File: config.mk
export PLATFORM = sky130hd
export DESIGN_NAME = audply_controller
export DESIGN_NICKNAME = d
export VERILOG_FILES = /design/src/rtl/audply_controller.sv
export SDC_FILE = /design/constraint.sdc
export NUM_CORES = 1
export LEC_CHECK = 0
export BUFFER_PORTS_ARGS = -buffer_cell sky130_fd_sc_hd__buf_2
export CORE_UTILIZATION = 41
export DETAILED_ROUTE_END_ITERATION = 6
export SLEW_MARGIN = 15
export SYNTH_ARGS = -nofsm -noshare
export SYNTH_HDL_FRONTEND = slang
export SYNTH_SLANG_ARGS = --single-unit
File: constraint.sdc
create_clock -name clk -period 5.25 [get_ports clk]
set_input_delay 1.575 -clock clk [delete_from_list [all_inputs] [get_ports clk]]
set_output_delay 1.575 -clock clk [all_outputs]
set_load 0.05 [all_outputs]
File: src/rtl/audply_controller.sv
// Mono playback block: software fills a small sample FIFO over the peripheral bus,
// and a framer/serializer drives a 24-bit MSB-first left-aligned DAC link as master.
`ifndef BUS_WIDTH
`define BUS_WIDTH 32
`endif
`ifndef BUS_ACC_WIDTH
`define BUS_ACC_WIDTH 2
`endif
`ifndef BUS_ACC_4B
`define BUS_ACC_4B 2'd2
`endif

module audply_controller #(
   parameter int PRIMARY_DIV = 26,
   parameter int FIFO_DEPTH  = 4,
   parameter int VA_WIDTH    = 3,
   parameter bit CH_DUP      = 1'b1
) (
   input  logic                      clk,
   input  logic                      rstn,
   input  logic [VA_WIDTH-1:0]       addr,
   input  logic                      w_rb,
   input  logic [`BUS_ACC_WIDTH-1:0] acc,
   input  logic [`BUS_WIDTH-1:0]     wdata,
   input  logic                      req,
   output logic [`BUS_WIDTH-1:0]     rdata,
   output logic                      resp,
   output logic                      fault,
   output logic                      sck,
   output logic                      ws,
   output logic                      sd
);
   localparam int PW = $clog2(FIFO_DEPTH);
   localparam int DW = (PRIMARY_DIV > 1) ? $clog2(PRIMARY_DIV) : 1;
   localparam logic [DW-1:0] DIV_LAST = DW'(PRIMARY_DIV - 1);
   localparam logic [PW:0]   FULL_LVL = (PW + 1)'(FIFO_DEPTH);

   typedef enum logic [1:0] {S_IDLE = 2'd0, S_LOW = 2'd1, S_HIGH = 2'd2} state_t;

   logic [DW-1:0]           r_div;
   state_t                  r_state, w_state_nxt;
   logic [5:0]              r_count, w_count_nxt;
   logic [23:0]             r_hold, w_hold_nxt;
   logic [23:0]             r_mem [FIFO_DEPTH];
   logic [PW:0]             r_wp, r_rp;
   logic                    r_und, r_ovf, r_resp, r_sck, r_ws, r_sd;
   logic [`BUS_WIDTH-1:0]   r_rdata;

   logic w_trig, w_load, w_ok, w_valid, w_push_req, w_push, w_pop, w_sr_rd;
   logic w_empty, w_full, w_und_set, w_ovf_set, w_unused;
   logic [PW:0]             w_level;
   logic [`BUS_WIDTH-1:0]   w_sr;

   // Serial data for a given link position: MSB of hold at counts 2/3, LSB at 48/49.
   function automatic logic sd_bit(input state_t st, input logic [5:0] cnt, input logic [23:0] hold);
      logic [5:0] off;
      logic       active;
      off    = cnt - 6'd2;
      active = (st == S_LOW) || ((st == S_HIGH) && CH_DUP);
      if (active && (cnt >= 6'd2) && (cnt <= 6'd49)) begin
         return hold[5'd23 - off[5:1]];
      end else begin
         return 1'b0;
      end
   endfunction

   assign w_trig     = (r_div == {DW{1'b0}});
   assign w_load     = w_trig && (r_count == 6'd63) && (r_state != S_LOW);
   assign w_level    = r_wp - r_rp;
   assign w_empty    = (w_level == {(PW + 1){1'b0}});
   assign w_full     = (w_level == FULL_LVL);
   assign w_ok       = (acc == `BUS_ACC_4B) &&
                       (((addr == {VA_WIDTH{1'b0}}) && w_rb) || ((addr == VA_WIDTH'(3'd4)) && !w_rb));
   assign w_valid    = req && w_ok;
   assign fault      = req && !w_ok;
   assign w_push_req = w_valid && w_rb;
   assign w_sr_rd    = w_valid && !w_rb;
   assign w_pop      = w_load && !w_empty;
   assign w_push     = w_push_req && (!w_full || w_pop);
   assign w_ovf_set  = w_push_req && w_full && !w_pop;
   assign w_und_set  = w_load && w_empty;
   assign w_sr       = {r_und, r_ovf, {(`BUS_WIDTH - PW - 3){1'b0}}, w_level};
   assign w_unused   = ^wdata[`BUS_WIDTH-1:24];

   // Frame sequencer next state; state and count only move on a link tick.
   always_comb begin
      w_state_nxt = r_state;
      w_count_nxt = r_count;
      if (w_trig) begin
         if (r_count == 6'd63) begin
            w_count_nxt = 6'd0;
            case (r_state)
               S_IDLE:  w_state_nxt = S_LOW;
               S_LOW:   w_state_nxt = S_HIGH;
               S_HIGH:  w_state_nxt = S_LOW;
               default: w_state_nxt = S_IDLE;
            endcase
         end else begin
            w_count_nxt = r_count + 6'd1;
         end
      end else begin
         w_state_nxt = r_state;
         w_count_nxt = r_count;
      end
   end

   // Hold register takes the FIFO head (or silence on underrun) when a left half starts.
   always_comb begin
      w_hold_nxt = r_hold;
      if (w_load) begin
         w_hold_nxt = w_empty ? 24'd0 : r_mem[r_rp[PW-1:0]];
      end else begin
         w_hold_nxt = r_hold;
      end
   end

   // Link outputs are computed from the next sequencer state so they line up with it.
   always_ff @(posedge clk) begin
      if (!rstn) begin
         r_div   <= {DW{1'b0}};
         r_state <= S_IDLE;
         r_count <= 6'd0;
         r_hold  <= 24'd0;
         r_sck   <= 1'b1;
         r_ws    <= 1'b1;
         r_sd    <= 1'b0;
      end else begin
         r_div   <= (r_div == DIV_LAST) ? {DW{1'b0}} : r_div + DW'(1'b1);
         r_state <= w_state_nxt;
         r_count <= w_count_nxt;
         r_hold  <= w_hold_nxt;
         r_sck   <= (w_state_nxt == S_IDLE) || w_count_nxt[0];
         r_ws    <= (w_state_nxt != S_LOW);
         r_sd    <= sd_bit(w_state_nxt, w_count_nxt, w_hold_nxt);
      end
   end

   // FIFO pointers, sticky flags and bus response; a flag set beats a same-cycle clear.
   always_ff @(posedge clk) begin
      if (!rstn) begin
         r_wp    <= {(PW + 1){1'b0}};
         r_rp    <= {(PW + 1){1'b0}};
         r_und   <= 1'b0;
         r_ovf   <= 1'b0;
         r_resp  <= 1'b0;
         r_rdata <= {`BUS_WIDTH{1'b0}};
      end else begin
         if (w_push) r_wp <= r_wp + (PW + 1)'(1'b1);
         if (w_pop)  r_rp <= r_rp + (PW + 1)'(1'b1);
         r_und  <= w_und_set || (r_und && !w_sr_rd);
         r_ovf  <= w_ovf_set || (r_ovf && !w_sr_rd);
         r_resp <= w_valid;
         if (w_sr_rd) r_rdata <= w_sr;
      end
   end

   // Sample storage; contents need no reset since the pointers define validity.
   always_ff @(posedge clk) begin
      if (w_push) r_mem[r_wp[PW-1:0]] <= wdata[23:0];
   end

   assign rdata = r_rdata;
   assign resp  = r_resp;
   assign sck   = r_sck;
   assign ws    = r_ws;
   assign sd    = r_sd;
endmodule

==> results.tsv <==
metric	value	unit
cap_violations	0	
pre_cts_ws	1.181	ns
gp_congestion	0.8138	
rrSetupSlack	1.48	ns
core	15150	sq um
rsz0062_at_grt	false	
finalWorstSetupSlack	1.186	ns
syn-cell-area	6340	sq um
crit_required	3.68	ns
cts_tree	built	
grt_pass1_wl	19.00	mm
max-clock-path-buffers	2	
cts_resized	0	
cts_sinks	152	
synth_top_area_share	45.47	%
tightest_slew	0.7464	ns
firstDrtPassIters	4	
critPathLaunchType	input port	
ir_worst_vdd	0.2907	mV
grt_pass1_vias	3539	
syn_inst	452	
fp-row-count	45	
drive_gt1_share	20.74	%
crit_type	in -> out	
antenna_found_initial	0	
ctsHoldBuffers	0	
syn_avg_cell_area	14.03	sq um
fmax	246.1	MHz
clk_latency	0.42	ns
period_share	77.41	%
synthArstFlopShare	0	%
diodes	0	
drt_iter0_drc	155	
fillers	1325	
htreeDepth	4	
wl_per_cell	16.28	um
num_vias	3648	
ys_seq_area_share	63.15	%
cts_root_buf	clkbuf_16	
path_max_fanout	3	
portBuffers	42	
holdCritPathClass	reg -> reg	
hp-start	r_ovf	
crit_arrival	2.49	ns
dpl.hpwl	7.060	mm
die-area	15960	sq um
yosysWarningCount	0	
gr-total-overflow	0	
power_density	355.6	nW/um^2
crit_path_end_kind	output port	
synth_largest_area_cell	edfxtp_1	
yosys_most_used_dff	edfxtp_1	
area_delta_synth_final	13.12	%
drc_errors	0	
synth-edff-count	96	
p_leak	2.515	nW
fin_setup_tns	0	ns
worst_r2r_path_depth	12	
start_util	41.86	%
cts_buffers	17	
finalHoldViolCount	0	
whs_path_depth	2	
min_period	4.064	ns
status	completed	
postRouteAntennaNets	0	
die_h	126.4	um
ys_top_cells_by_area	edfxtp_1 (45%), dfxtp_1 (18%), mux4_2 (8.5%)	
wl	11.46	mm
postLayoutCoreUtil	47.35	%
layout.nets	558	
die_w	126.4	um
grt_max_degree	42	
vias_per_cell	5.182	
fin_area	7172	sq um
slew-limit-headroom	50.11	%
placed_area	6658	sq um
fin_skew	0.01062	ns
postCtsSetupRepairBufs	0	
ys_ff_latch	152	
ys_types	56	
io_pins	78	
clk_pin_slew_worst_paths	0.06	ns
r2r_start	r_div[0]	
holdPathEnd	rdata[30]	
grt_usage	16.01	%
r2r_end	sd	
slew_viol_final	0	
setup_viol	0	
-- logic make-up after synthesis --
logic type | share of synthesized area (%)
flops | 63.15
xor+xnor | 2.408
simple gates | 10.01
buf+inv | 5.032
fa+ha+maj | 2.881
compound gates | 6.987
mux | 9.473
other cells | 0.05915
-- final cells by class --
type	instances	area, sq um	share of cell area, %
multi-input combinational	273	2115	29.48
sequential	152	4004	55.83
tap	188	235.2	3.280
timing repair buffer	50	270.3	3.768
inverter	9	33.78	0.4710
clock buffer	20	436.7	6.089
clock inverter	12	77.57	1.082
-- sequential cells by signal, summed over array words and instances, names as in the netlist, 2 cells and up, named ones only --
name and flops:
r_wp 3, r_div 5, r_count 6, r_mem 96, r_hold 24, r_state 2, rdata 5, r_rp 3
-- cell usage after synthesis, types with 2 or more instances --
library cell / number
nor3_1: 6
a2111oi_0: 3
xnor2_1: 8
o31a_1: 3
buf_4: 29
inv_1: 9
and2_1: 15
xor2_1: 5
or3_1: 2
and3_1: 6
o21ai_0: 4
a22o_1: 5
clkbuf_1: 8
mux2i_1: 6
a22oi_1: 14
nand3_1: 5
buf_1: 3
dfxtp_1: 56
a21oi_1: 16
a211oi_1: 6
nand2b_1: 2
edfxtp_1: 96
mux4_2: 24
nor3b_1: 2
nor2_1: 41
nand2_1: 30
nand4_1: 3
buf_2: 3
ha_1: 13
nor2b_1: 3
-- metal layers --
layer  GRT usage (%)  vias to the layer above  share of wire (%)
met5               0                        -                  0
met4           7.512                        0                2.2
met3           4.386                       18                3.3
met2           25.67                       87                 49
met1           20.22                     1805                 46
li1                -                     1738                  -
-- worst max path at each step --
| stage | start | to | slack, ns |
|---|---|---|---|
| after global routing | addr[1] | fault | 1.10 |
| after floorplan | addr[2] | fault | 1.19 |
| after detailed placement | addr[1] | fault | 1.18 |
| final | addr[1] | fault | 1.19 |
| after CTS | addr[1] | fault | 1.18 |
| after global placement | addr[1] | fault | 1.20 |
-- power by group --
group          leakage [nW]  total [mW]  internal, mW  switching, mW
logic                 0.958       0.202        0.0614          0.141
clock network         0.242        1.07         0.600          0.468
registers              1.31        1.28          1.27        0.00622
-- worst max-delay path, cell delays in order --
cell	delay [ns]
buf_2	0.10
nand2b_1	0.13
nor4_1	0.38
nor2b_1	0.08
buf_2	0.22
-- metrics by stage --
step | instances | total power [mW] | hold slack (ns)
after global placement | 672 | 1.502 | 0.4427
after global routing | 704 | 2.653 | 0.4804
after CTS | 704 | 2.579 | 0.4567
final | 704 | 2.550 | 0.4533
after detailed placement | 672 | 1.507 | 0.4484
after floorplan | 478 | 1.474 | 0.4314
-- layout by cell type, fill, tap and decap left out, drive strengths merged, types with 12 or more instances in the layout --
master / netlist / routed
conb: 1 / 27
ha: 13 / 13
dfxtp: 56 / 56
edfxtp: 96 / 96
inv: 9 / 12
and2: 15 / 15
a21oi: 16 / 16
nor2: 41 / 41
a22oi: 14 / 14
clkbuf: 8 / 20
buf: 36 / 50
nand2: 31 / 31
mux4: 24 / 24
No activity file was read; power rests on OpenSTA's default activity.
